[src/rtl/mips_defs.sv]
// mips_defs
// Shared definitions for the MIPS pipeline hazard logic.
//   - Forwarding-select encodings driven onto forwardaE / forwardbE.
//   - Divider sequencer state encoding.
//   - regMatch(): register comparison that never matches register 0,
//     since $zero is hardwired and can never carry a real dependency.
package mips_defs;

   // E-stage operand source selects
   localparam logic [1:0] FWD_NONE = 2'b00;  // register file
   localparam logic [1:0] FWD_W    = 2'b01;  // write-back result
   localparam logic [1:0] FWD_M    = 2'b10;  // memory-stage ALU result

   // Divider sequencer states
   typedef enum logic [1:0] {
      DivIdle = 2'b00,
      DivBusy = 2'b01,
      DivDone = 2'b10
   } divState_t;

   // True when a names a real register and equals b.
   function automatic logic regMatch(input logic [4:0] a, input logic [4:0] b);
      return (a != 5'd0) && (a == b);
   endfunction

endpackage

[src/rtl/div_sequencer.sv]
// div_sequencer
// Tracks a multi-cycle divide occupying the E stage so the pipeline holds E
// until the HI/LO result is available.
//
// Parameters:
//   DIV_CYCLES  cycles the divider needs after issue (legal 2..64)
// Ports:
//   clk        in   rising-edge clock
//   rst        in   asynchronous active-high reset
//   divstartE  in   divide instruction occupies E
//   divstall   out  hold E (and everything upstream) for the divide
//   divbusy    out  sequencer not idle
//   divdoneE   out  one-cycle pulse, HI/LO write permitted
//
// A divide first seen in E in cycle t stalls t..t+DIV_CYCLES and pulses
// divdoneE in t+DIV_CYCLES+1, after which the instruction leaves E.
module div_sequencer
   import mips_defs::*;
#(
   parameter int unsigned DIV_CYCLES = 32
) (
   input  logic clk,
   input  logic rst,
   input  logic divstartE,
   output logic divstall,
   output logic divbusy,
   output logic divdoneE
);

   localparam logic [5:0] CountLoad = 6'(DIV_CYCLES - 1);

   divState_t  state, stateNext;
   logic [5:0] count, countNext;

   always_ff @(posedge clk or posedge rst) begin
      if (rst) begin
         state <= DivIdle;
         count <= 6'd0;
      end else begin
         state <= stateNext;
         count <= countNext;
      end
   end

   always_comb begin
      stateNext = state;
      countNext = count;
      unique case (state)
         DivIdle: begin
            if (divstartE) begin
               stateNext = DivBusy;
               countNext = CountLoad;
            end
         end
         DivBusy: begin
            if (count == 6'd0) begin
               stateNext = DivDone;
            end else begin
               countNext = count - 6'd1;
            end
         end
         // Always return to idle, even with divstartE still high: the
         // finishing divide leaves E at the end of this cycle, so a
         // following divide is only seen from the next cycle onward.
         DivDone: stateNext = DivIdle;
         default: stateNext = DivIdle;
      endcase
   end

   // The idle-state term makes the stall start in the very cycle the divide
   // appears in E. Gating with rst drops the stall immediately on a reset
   // even when divstartE is still asserted.
   assign divstall = ~rst & (((state == DivIdle) & divstartE) | (state == DivBusy));
   assign divbusy  = (state != DivIdle);
   assign divdoneE = (state == DivDone);

endmodule

[src/rtl/hazard_unit.sv]
// hazard_unit
// Hazard detection, stall/flush generation and forwarding selects for the
// five-stage MIPS pipeline.
//
// Parameters:
//   DIV_CYCLES  divider latency after issue (legal 2..64)
// Ports:
//   clk, rst                           clock, async active-high reset
//   rsD, rtD                      in   decode-stage sources
//   rsE, rtE                      in   execute-stage sources
//   writeregE/M/W                 in   per-stage destination register
//   branchD                       in   branch compare in decode
//   regwriteE/M/W                 in   per-stage register write enables
//   memtoregE/M                   in   load in E / M
//   divstartE                     in   divide occupies E
//   memreqM, memreadyM            in   data-memory request / ready
//   forwardaD, forwardbD          out  M ALU result into the D comparator
//   forwardaE, forwardbE          out  E operand select (mips_defs FWD_*)
//   stallF/D/E/M/W                out  hold pipeline registers
//   flushE/M/W                    out  bubble into that stage's register
//   divbusy, divdoneE             out  divider sequencer status
//
// Everything except the divider state is combinational from the inputs.
module hazard_unit
   import mips_defs::*;
#(
   parameter int unsigned DIV_CYCLES = 32
) (
   input  logic       clk,
   input  logic       rst,
   input  logic [4:0] rsD,
   input  logic [4:0] rtD,
   input  logic [4:0] rsE,
   input  logic [4:0] rtE,
   input  logic [4:0] writeregE,
   input  logic [4:0] writeregM,
   input  logic [4:0] writeregW,
   input  logic       branchD,
   input  logic       regwriteE,
   input  logic       regwriteM,
   input  logic       regwriteW,
   input  logic       memtoregE,
   input  logic       memtoregM,
   input  logic       divstartE,
   input  logic       memreqM,
   input  logic       memreadyM,
   output logic       forwardaD,
   output logic       forwardbD,
   output logic [1:0] forwardaE,
   output logic [1:0] forwardbE,
   output logic       stallF,
   output logic       stallD,
   output logic       stallE,
   output logic       stallM,
   output logic       stallW,
   output logic       flushE,
   output logic       flushM,
   output logic       flushW,
   output logic       divbusy,
   output logic       divdoneE
);

   logic lwstall;
   logic branchstall;
   logic memstall;
   logic divstall;

   div_sequencer #(
      .DIV_CYCLES (DIV_CYCLES)
   ) u_divSeq (
      .clk       (clk),
      .rst       (rst),
      .divstartE (divstartE),
      .divstall  (divstall),
      .divbusy   (divbusy),
      .divdoneE  (divdoneE)
   );

   // E-stage forwarding: the younger M result has priority over W.
   always_comb begin
      forwardaE = FWD_NONE;
      if (regwriteM && regMatch(rsE, writeregM)) begin
         forwardaE = FWD_M;
      end else if (regwriteW && regMatch(rsE, writeregW)) begin
         forwardaE = FWD_W;
      end

      forwardbE = FWD_NONE;
      if (regwriteM && regMatch(rtE, writeregM)) begin
         forwardbE = FWD_M;
      end else if (regwriteW && regMatch(rtE, writeregW)) begin
         forwardbE = FWD_W;
      end
   end

   // D-stage comparator can only take the M-stage ALU result.
   assign forwardaD = regwriteM & regMatch(rsD, writeregM);
   assign forwardbD = regwriteM & regMatch(rtD, writeregM);

   // Load in E whose data a D-stage instruction needs next cycle.
   assign lwstall = memtoregE & (regMatch(rtE, rsD) | regMatch(rtE, rtD));

   // Branch compares in D: an ALU result still in E, or load data still in M,
   // is not yet available for forwarding.
   always_comb begin
      branchstall = 1'b0;
      if (branchD) begin
         if (regwriteE && (regMatch(writeregE, rsD) || regMatch(writeregE, rtD))) begin
            branchstall = 1'b1;
         end
         if (memtoregM && (regMatch(writeregM, rsD) || regMatch(writeregM, rtD))) begin
            branchstall = 1'b1;
         end
      end
   end

   assign memstall = memreqM & ~memreadyM;

   assign stallF = lwstall | branchstall | divstall | memstall;
   assign stallD = stallF;
   assign stallE = divstall | memstall;
   assign stallM = memstall;
   assign stallW = 1'b0;

   // A held E register must keep its instruction, so no bubble while stalled.
   assign flushE = (lwstall | branchstall) & ~stallE;
   // While E holds a divide, M receives bubbles unless M itself is held.
   assign flushM = divstall & ~memstall;
   // M is held on a memory wait; W must not re-retire its instruction.
   assign flushW = memstall;

endmodule
[config.mk]
export PLATFORM = sky130hd
export DESIGN_NAME = hazard_unit
export DESIGN_NICKNAME = d
export VERILOG_FILES = /design/src/rtl/mips_defs.sv /design/src/rtl/div_sequencer.sv /design/src/rtl/hazard_unit.sv
export SDC_FILE = /design/constraint.sdc
export NUM_CORES = 1
export LEC_CHECK = 0
export ABC_AREA = 1
export ABC_CLOCK_PERIOD_IN_PS = 2250
export CAP_MARGIN = 5
export CORE_UTILIZATION = 40
export CTS_CLUSTER_DIAMETER = 120
export DETAILED_ROUTE_END_ITERATION = 10
export PLACE_DENSITY = 0.78
export SLEW_MARGIN = 10
export SYNTH_ARGS = -nofsm -noshare
export SYNTH_HDL_FRONTEND = slang
export SYNTH_SLANG_ARGS = --single-unit
[constraint.sdc]
create_clock -name clk -period 2.25 [get_ports clk]
set_input_delay 0.45 -clock clk [delete_from_list [all_inputs] [get_ports clk]]
set_output_delay 0.45 -clock clk [all_outputs]
set_load 0.03 [all_outputs]
==> flow_summary.toml, run 1 <==
[synthesis]
syn_nets = 285
ys_seq_area_share_pct = 14.9
postSynthCellCount = 237
ys_top_cells_by_area = "nand2_1, dfrtp_1, inv_1, xor2_1, nor2_1"
syn-cell-area_mm2 = 0.00135
yosys_warnings = 0
yosysTopAreaCellShare_pct = 19.3
syn_area_per_cell_um2 = 5.68
ys_ff_latch = 8
yosysUniqueCellTypes = 32
synth_area_leader_cell = "nand2_1"

[detailed_routing]
drt_iter0_markers = 65
vias_per_cell = 4.77
drc_errors = 0
wl_per_cell_um = 11.4
vias = 1732
ant_nets = 0
wl_um = 4150
drt-pass1-iter-count = 4

[cts]
htreeDepth = 1
cts_sinks = 8
clk_path_buf_depth = 2
clk_pin_slew_ns = 0.05
cts_root_buf = "clkbuf_4"
cts_made_buffers = 3
cts_tree = "built"
cts_hold_buffers = 0
insertion_delay_ns = 0.25

[timing]
fin_tns_setup_ns = 0
finalSetupViolations = 0
slew_viol_final = 0
hold_ws_ns = 0.475
skew_ns = 0.00844
rsz0062_at_grt = "false"
post-route-period-util_pct = 97.1
period_minus_slack_ns = 2.19
hold_viol_final = 0
fmax_mhz = 458

[run]
maxCapViolCount = 0

[global_route]
antenna_found_initial = 0
grt_overflow = 0
gr-usage-all-layers_pct = 23.7
grt_max_degree = 9
grt_pass1_vias = 1524
grt_pass1_wl_um = 6530

[min_path]
worstHoldStart = "u_divSeq.count[0]"
timing.hold.worst.class = "flop to flop"
hold_depth = 1
whs_endpoint = "u_divSeq.count[0]"

[power_and_ir_drop]
p_leak_nw = 1.24
powerDensity_mw_per_mm2 = 482
vdd_drop_max_mv = 0.284
finalPower_mw = 1.06

[worst_setup_path]
critical_path_arrival_ns = 1.74
r2r_slack_ns = 0.81
worst_path_max_delay_cell = "clkdlybuf4s50_1"
critPathMaxFanout = 3
path_cells = "clkdlybuf4s50_1, nor3_1, nand3_1, o211ai_1, nor4_2, nor2_1, buf_4"
path_class = "input pin to primary output"
startpoint_type = "input pin"
cp.required_ns = 1.80
cp_num_buf_inv = 2
max_stage_delay_ns = 0.44
r2r-start = "u_divSeq.count[0]"
ff2ff_path_depth = 9
worst_setup_path_end_kind = "primary output"
crit_family = "buffers and inverters"
reg2reg_to = "u_divSeq.count[5]"

[cells_and_area]
syn2layout_area_growth_pct = 63.4
diodes = 0
final_cell_mix = "nand2_1, buf_4, inv_1"
final_common_cell = "nand2_1"
stdcell_count = 363
final_layout_size_suffix_gt1_share_pct = 24.8
final_util_pct = 70.3
layout.area.seq_um2 = 200
multi_input_area_um2 = 987
nets = 369
nFillCells = 278

[die]
start_util_pct = 43.0
pin_count = 62
die_w_um = 60.0
die_h_um = 60.0
dieArea_mm2 = 0.00360
rows = 20
core-area_mm2 = 0.00313

[place]
place.gp.congestion = 0.924
dp.cells = 360
post-dp-hpwl_um = 3440
placement.io_buffers = 60

[run_status]
run_status = "completed"
## power breakdown
group / leakage (nW) / switching [mW] / internal, mW
registers: 0.0928 / 0.0370 / 0.209
logic: 1.14 / 0.414 / 0.290
clock network: 0.0138 / 0.0480 / 0.0610
## Yosys cell counts
cell type and instances:
a31oi_1 2, nand3b_1 1, inv_1 38, buf_4 4
nand3_2 1, nor4_1 1, conb_1 1, nand3_1 12
buf_6 1, clkbuf_2 1, a21oi_2 2, nor2_1 25
nor4_2 1, o21ai_0 4, nand2_1 69, dfrtp_1 8
o22ai_1 2, inv_2 4, nor2_2 3, ha_1 2
o211ai_1 2, xor2_1 11, buf_2 4, xnor2_1 10
nor3_1 7, nand2_2 3, o21ai_1 3, o2111ai_1 1
a221oi_1 1, nor3b_1 2, a21oi_1 6, nand4_1 5
## what timing repair did
action,4_1_cts,5_1_grt
setup endpoints to repair,9,8
buffers inserted,0,0
pin swaps,2,8
gates resized for setup,36,28
gates cloned,0,0
## metrics by stage
step / instance area [µm²] / worst slack, ns
global route: 2200 / 0.000153
finish: 2200 / 0.0648
floorplan: 1360 / 0.0240
detailed placement: 2140 / -0.233
global placement: 2140 / -0.225
CTS: 2160 / 0.0147
## metal layers
metal / vias to the layer above / wire length, µm / track usage (%)
li1: 900 / - / -
met1: 770 / 1900 / 33.0
met2: 60 / 2020 / 40.3
met3: 2 / 213 / 3.46
met4: 0 / 15 / 0.997
met5: - / 0 / 0
## flip-flops by register name (all words and copies together), names as in the netlist
name,cells
u_divSeq.state,2
u_divSeq.count,6
## area by class of cell
cell class              instances  area share (%)
multi-input cells             177            44.9
repair buffers                 89            35.3
flip-flops and latches          8            9.11
inverters                      42            7.17
well taps                      44            2.50
clock buffers                   3            1.02
## worst max-delay path by stage
stage	cells past startpoint	end	slack, ns	startpoint
after floorplan	4	forwardaE[0]	0.02	writeregM[4]
after global placement	12	flushE	-0.23	writeregM[1]
after detailed placement	12	flushE	-0.23	writeregM[1]
after CTS	4	flushW	0.01	memreqM
after global routing	12	stallD	0.0002	rsD[2]
final	7	forwardaE[0]	0.06	rsE[3]
## cells by family (layout without fill, tap and decap cells)
group	Yosys count	after routing	share of synthesized area (%)
buffers and inverters	52	134	16.7
other	1	1	0.279
flip-flops	8	8	14.9
adder cells (fa/ha/maj)	2	2	1.86
XOR/XNOR	21	21	13.7
AO/OA/AOI/OAI	23	23	10.4
AND/OR/NAND/NOR	130	130	42.2
Power figures use the tool's default switching activity.
==> inputs of run 2 (changes only) <==
--- a/config.mk
+++ b/config.mk
@@ -11,6 +11,7 @@
 export CORE_UTILIZATION = 40
 export CTS_CLUSTER_DIAMETER = 120
 export DETAILED_ROUTE_END_ITERATION = 10
+export GPL_TIMING_DRIVEN = 1
 export PLACE_DENSITY = 0.78
 export SLEW_MARGIN = 10
 export SYNTH_ARGS = -nofsm -noshare
==> results of run 2 <==
No change in the layout: final DEF, timing and power equal those of run 1.
